## src/rtl/fifo_wr_arb.sv

```systemverilog
// fifo_wr_arb: round-robin burst arbiter for the async FIFO write port.
// Grants one requester per burst and stalls on wfull.
module fifo_wr_arb #(
  parameter int NREQ     = 4,
  parameter int DSIZE    = 8,
  parameter int MAXBURST = 16,
  localparam int IW      = $clog2(NREQ),
  localparam int CW      = (MAXBURST > 1) ? $clog2(MAXBURST) : 1
) (
  input  logic                  wclk,
  input  logic                  wrst_n,
  input  logic [NREQ-1:0]       req_valid,
  input  logic [NREQ*DSIZE-1:0] req_data,
  input  logic [NREQ-1:0]       req_last,
  output logic [NREQ-1:0]       req_ready,
  input  logic                  wfull,
  output logic                  winc,
  output logic [DSIZE-1:0]      wdata,
  output logic [IW-1:0]         grant_id,
  output logic                  busy
);

  typedef enum logic {
    IDLE = 1'b0,
    XFER = 1'b1
  } state_e;

  localparam logic [IW:0]   NR   = (IW+1)'(NREQ);
  localparam logic [CW-1:0] CMAX = CW'(MAXBURST - 1);
  localparam logic [IW-1:0] LAST = IW'(NREQ - 1);

  state_e          state_q, state_d;
  logic [IW-1:0]   owner_q, owner_d;
  logic [IW-1:0]   rr_q, rr_d;
  logic [CW-1:0]   cnt_q, cnt_d;

  logic [2*NREQ-1:0] dbl;
  logic [NREQ-1:0]   rot;
  logic [IW-1:0]     off;
  logic [IW:0]       sum;
  logic [IW-1:0]     pick_idx;
  logic              pick_vld;
  logic [IW-1:0]     nxt_owner;

  // rotate valids so bit 0 is rr_q, take the lowest set bit
  always_comb begin
    dbl      = {req_valid, req_valid};
    rot      = NREQ'(dbl >> rr_q);
    pick_vld = |req_valid;
    off      = '0;
    for (int i = NREQ - 1; i >= 0; i--) begin
      if (rot[i]) off = IW'(i);
    end
    sum      = {1'b0, rr_q} + {1'b0, off};
    pick_idx = (sum >= NR) ? IW'(sum - NR) : IW'(sum);
  end

  assign nxt_owner = (owner_q == LAST) ? '0 : owner_q + 1'b1;

  // next state and write-port outputs
  always_comb begin
    state_d   = state_q;
    owner_d   = owner_q;
    rr_d      = rr_q;
    cnt_d     = cnt_q;
    req_ready = '0;
    winc      = 1'b0;
    wdata     = '0;
    unique case (state_q)
      IDLE: begin
        if (pick_vld) begin
          owner_d = pick_idx;
          cnt_d   = '0;
          state_d = XFER;
        end
      end
      XFER: begin
        req_ready[owner_q] = ~wfull;
        winc = req_valid[owner_q] & ~wfull;
        if (winc) begin
          wdata = req_data[int'(owner_q)*DSIZE +: DSIZE];
          cnt_d = cnt_q + 1'b1;
          if (req_last[owner_q] || cnt_q == CMAX) begin
            state_d = IDLE;
            rr_d    = nxt_owner;
          end
        end
      end
      default: state_d = IDLE;
    endcase
  end

  // state registers
  always_ff @(posedge wclk or negedge wrst_n) begin
    if (!wrst_n) begin
      state_q <= IDLE;
      owner_q <= '0;
      rr_q    <= '0;
      cnt_q   <= '0;
    end else begin
      state_q <= state_d;
      owner_q <= owner_d;
      rr_q    <= rr_d;
      cnt_q   <= cnt_d;
    end
  end

  assign grant_id = owner_q;
  assign busy     = (state_q == XFER);

endmodule
```

## config.mk

```make
export PLATFORM = sky130hd
export DESIGN_NAME = fifo_wr_arb
export DESIGN_NICKNAME = d
export VERILOG_FILES = /design/src/rtl/fifo_wr_arb.sv
export SDC_FILE = /design/constraint.sdc
export NUM_CORES = 1
export LEC_CHECK = 0
export CAP_MARGIN = 10
export CORE_MARGIN = 4
export CORE_UTILIZATION = 41
export DETAILED_ROUTE_END_ITERATION = 8
export PLACE_DENSITY = 0.87
export REMOVE_ABC_BUFFERS = 1
export SLEW_MARGIN = 20
export SYNTH_ARGS = -nofsm -noshare
export SYNTH_HDL_FRONTEND = slang
export SYNTH_SLANG_ARGS = --single-unit
export TNS_END_PERCENT = 100
```

## constraint.sdc

```tcl
create_clock -name wclk -period 4.9 [get_ports wclk]
set_clock_uncertainty 0.2 [all_clocks]
set_input_delay 0.49 -clock wclk [delete_from_list [all_inputs] [get_ports wclk]]
set_output_delay 0.49 -clock wclk [all_outputs]
set_load 0.01 [all_outputs]
```

* After elaboration in Yosys (flattened, before gate mapping)
Cells that the tools add are included.
** Cells by class
- $add $sub $neg :: 4
- $lt $le $gt $ge :: 3
- Equal/unequal tests :: 4
- Shift operators :: 2
- Mux-type cells :: 23
- Bitwise gates (word level) :: 4
- Reduce and logical (&&, ||, !) cells :: 6
** Operators with widths (count)
- $shiftx 32x6->8 :: 1
- $mux 8 :: 2
- $mux 2 :: 6
- $mux 4 :: 3
- $pmux 4 s2 :: 1
- $shr 8x2->4 :: 1
- $mux 1 :: 7
- $add 4x1->4 const B :: 1
- $and 4x4->4 :: 1
- $bmux 1 s2 :: 2
- $eq 4x4->1 const B :: 1
- $reduce_and 2->1 :: 2
- $reduce_or 4->1 :: 1
- $add 2x2->3 :: 1
- $ge 3x3->1 const B :: 1
- $lt 2x3->1 const B :: 1
- $reduce_and 3->1 :: 1
- $add 2x1->2 const B :: 1
- $demux 1 s2 :: 1
- $eq 2x2->1 const B :: 1
- $ge 2x1->1 const B :: 1
- $ne 2x1->1 const B :: 1
- $ne 2x2->1 const B :: 1
- $not 1->1 :: 2
- other kinds (5) :: 5
** Word-level totals
- Bits in registers :: 9
- Bits of input ports :: 43
- Output and inout port bits :: 16
- Logic and storage cells :: 50

* Longest topological paths before layout
- Depth after elaboration :: 8
- Mapped depth :: 9
- Gate-level depth less buffers :: 8

* Least setup slack after synthesis
No wires, ideal clock.
- Path kind :: input to register
- Start point :: in req_valid[1]
- End point :: reg owner_q[1], in the netlist grant_id[1]
- Setup time :: 0.082 ns
- Data arrival time :: 2.088 ns
- Required time :: 4.618 ns
- Path slack :: 2.531 ns
- Stages :: 9
- Path buffers :: 1
- Cell sequence :: buf_6 > or2b_1 > a21oi_1 > o211ai_1 > o21a_1 > ha_1 > xnor2_1 > or4_1 > a31oi_1
** Between the ends
- Word-level cells in the longest chain between the ends :: 8
- Elaborated cells between the ends (all ways) :: 11
- Those cells by class :: add/sub (2); order compare (1); shift (1); mux (5); reduce/logical (2)
** RTL lines
- start, declared :: RTL line 12 : input logic [NREQ-1:0] req_valid,
- $shr 8x2->4 :: RTL line 48 : rot = NREQ'(dbl >> rr_q);
- $mux 2 (4 in a row) :: RTL line 52 : if (rot[i]) off = IW'(i);
- $add 2x2->3 :: RTL line 54 : sum = {1'b0, rr_q} + {1'b0, off};
- $ge 3x3->1 / $sub 2x1->2 (equally long branches) :: RTL line 55 : pick_idx = (sum >= NR) ? IW'(sum - NR) : IW'(sum);
- $mux 2 :: RTL line 55
- end signal, assigned :: RTL line 102 : owner_q <= owner_d;
- end, declared :: RTL line 33 : logic [IW-1:0] owner_q, owner_d;
Several ways; a longest one is shown, not always the timed one.
A chain may end at the register's enable or synchronous reset.

* Worst setup path after layout
- Start point :: reg owner_q[0], in the netlist grant_id[0]
- End point :: out wdata[1]
** Between the ends
- Word-level cells in the longest chain between the ends :: 5
- Elaborated cells between the ends (all ways) :: 6
- Those cells by class :: shift (1); mux (4); bitwise (1)
** RTL lines
- branches (longest 3 deep; another with $shiftx 32x6->8)
- $mux 8 (*) :: RTL line 80 : if (winc) begin
- $mux 8 (*) :: RTL line 69 : unique case (state_q)
- end, declared :: RTL line 18 : output logic [DSIZE-1:0] wdata,
Mark *: on every way between the ends. The select of a mux whose other input is x is not followed.

==> reports/metrics.csv <==
stage;metric;value;unit
grt;grt.overflow.total;0;
final_layout;drive_gt1_share;20.1;%
power;leakagePower;0.669;nW
synthesis;yosysSeqAreaShare;22.2;%
place;portBuffers;58;
final_layout;n_fill_cell;189;
grt;grt_usage;21.2;%
synthesis;async_flop_share;100;%
sta;totalNegativeSetupSlack;0;ns
grt;grt_use_met2;43.2;%
synthesis;synth_enable_flop_cells;0;
setup_path;slowest_delay;0.82;ns
clocking;cts-hold-fix-buffers;0;
sta;hold_viol;0;
setup_path;cpMaxStageDelayCell;dfrtp_1;
flow_run;cap_violations;0;
clocking;cts.sinks;9;
floorplanning;num_rows;17;
final_layout;num_antenna_cells;0;
setup_path;worst-path-max-fanout;15;
clocking;clkTransAtPathRegs;0.07;ns
floorplanning;dieArea;3330;um^2
setup_path;crit_buf_inv;1;
grt;grt_pass1_wl;5400;um
sta;period_share;65.0;%
sta;fmax;314;MHz
grt;grt_max_degree;16;
floorplanning;dieWidth;57.7;um
grt;top_usage_layer;met2;
clocking;clock_path_buffers;2;
sta;report.final.setup_viol;0;
place;dp_hpwl;2700;um
power;irDropWorstVdd;0.242;mV
final_layout;nets;204;
floorplanning;start_util;44.5;%
final_layout;design_area;1620;um^2
place;placed_cell_area;1600;um^2
run_status;status;complete, no violations;
setup_path;path_cells;mux4_2 -> and3_2 -> clkdlybuf4s50_1;
final_layout;syn_to_final_growth;60.3;%
drt;drc;0;
hold_path;hold_path_class;reg -> reg;
power;powerDensity;413;nW/um^2
grt;grt_pass1_vias;1100;
drt;avgViaCountPerCell;5.47;
synthesis;syn_area_per_cell;10.4;um^2
sta;holdWs;0.306;ns
setup_path;cp.arrival;2.49;ns
sta;rsz0062_at_grt;false;
synthesis;synth_top_cell_area_share;22.2;%
setup_path;critPathCaptureType;primary output;
grt;antenna_found_initial;0;
sta;worst_pin_slew;0.740;ns
setup_path;cp_top_family;flip-flops;
clocking;ctsResizeCount;0;
synthesis;yosys.area.top_type;dfrtp_1;
synthesis;synth-main-ff-cell;dfrtp_1;
drt;totalWireLength;3210;um
place;place_ws;1.83;ns
clocking;post-cts-setup-buffers;0;
synthesis;yosys-top-cells-area;dfrtp_1 (22%), mux4_2 (20%), ha_1 (7.4%);
sta;fin_crit;3.18;ns
final_layout;stdcell_count;182;
synthesis;synth_common_cells;dfrtp_1 (9), mux4_2 (9), and3_2 (8), nand2_1 (7), ha_1 (6);
floorplanning;die-height;57.7;um
sta;setup_slack;1.72;ns
floorplanning;core;2280;um^2
setup_path;worst_ep_required_time;4.21;ns
setup_path;path_class;reg -> out;
sta;drv_slew;0;
place;gp_congestion;0.820;
drt;first_pass_iters;4;
synthesis;ys_warn_count;0;
grt;grt_util_met3;2.67;%
synthesis;synth_cell_types;41;
drt;vias;996;
clocking;insertion_delay;0.26;ns
setup_path;start_kind;flip-flop;
drt;routedWlPerCell;17.7;um
clocking;cts_tree;built;
sta;slew_headroom;50.7;%
synthesis;synth_area;1010;um^2
synthesis;synth-seq-cells;9;
floorplanning;io_pins;59;
drt;ant_nets;0;
clocking;cts_buffers;3;
drt;drt_iter0_drc;26;
synthesis;netlist_instances;97;
clocking;root_buffer;clkbuf_4;
grt;use_met1;23.1;%
clocking;cts_max_level;1;
place;dp_cells;178;
==> logic make-up after synthesis <==
logic type / after synthesis / share of synthesized area [%]
buffers and inverters: 9 / 4.82
adder cells (fa/ha/maj): 6 / 7.42
AND/OR/NAND/NOR: 43 / 26.8
flip-flops: 9 / 22.3
multiplexers: 13 / 26.6
XOR/XNOR: 1 / 0.865
AO/OA/AOI/OAI: 16 / 11.2
==> stage by stage <==
| stage | utilization, % | total power [W] |
|---|---|---|
| after global placement | 70.1 | 0.000600 |
| after global routing | 71.3 | 0.000734 |
| after floorplan | - | 0.000433 |
| after detailed placement | 70.1 | 0.000619 |
| after CTS | 71.3 | 0.000677 |
| final | 71.3 | 0.000670 |
==> placed cells by master, fill, tap and decap left out, types with 3 or more instances in the layout <==
master | synthesis | routed
nand3_1 | 3 | 3
nand2_1 | 7 | 7
inv_1 | 3 | 3
and3_2 | 8 | 8
clkdlybuf4s50_1 | 0 | 58
mux4_2 | 9 | 9
ha_1 | 6 | 6
nor2_1 | 4 | 4
a21oi_1 | 4 | 4
clkbuf_4 | 0 | 3
dfrtp_1 | 9 | 9
and2_1 | 4 | 4
==> registers in the layout (all words and copies together) (netlist names) <==
| signal | flops |
|---|---|
| cnt_q | 4 |
| grant_id | 2 |
| rr_q | 2 |
| busy | 1 |
==> cell type report <==
type | instances | area [um^2] | share of cell area, %
Inverter | 4 | 17.5 | 1.08
Timing Repair Buffer | 58 | 581 | 35.8
Multi-Input combinational cell | 79 | 738 | 45.5
Tap cell | 28 | 35.0 | 2.16
Clock buffer | 4 | 26.3 | 1.62
Sequential cell | 9 | 225 | 13.9
==> routing by layer <==
layer	up-vias	wire length [um]
met5	-	0
met1	487	1140
met2	25	1940
met4	0	30
li1	480	-
met3	4	102
==> report_power, final <==
group	leakage (nW)	internal, W	switching, W
clock network	0.0150	0.0000313	0.0000248
logic	0.545	0.000265	0.000160
registers	0.109	0.000106	0.0000829
==> worst paths after layout <==
path	start	to	slack, ns	cells after the start
setup / recovery	grant_id[0]	wdata[1]	1.72	3
min in group asynchronous	wrst_n	cnt_q[0]	0.33	1
hold / removal	cnt_q[2]	cnt_q[2]	0.31	1
max in group asynchronous	wrst_n	grant_id[1]	3.87	1
hold reg to reg	cnt_q[2]	cnt_q[2]	0.31	1
setup reg to reg	grant_id[0]	rr_q[1]	2.44	5
Power figures use the tool's default switching activity.
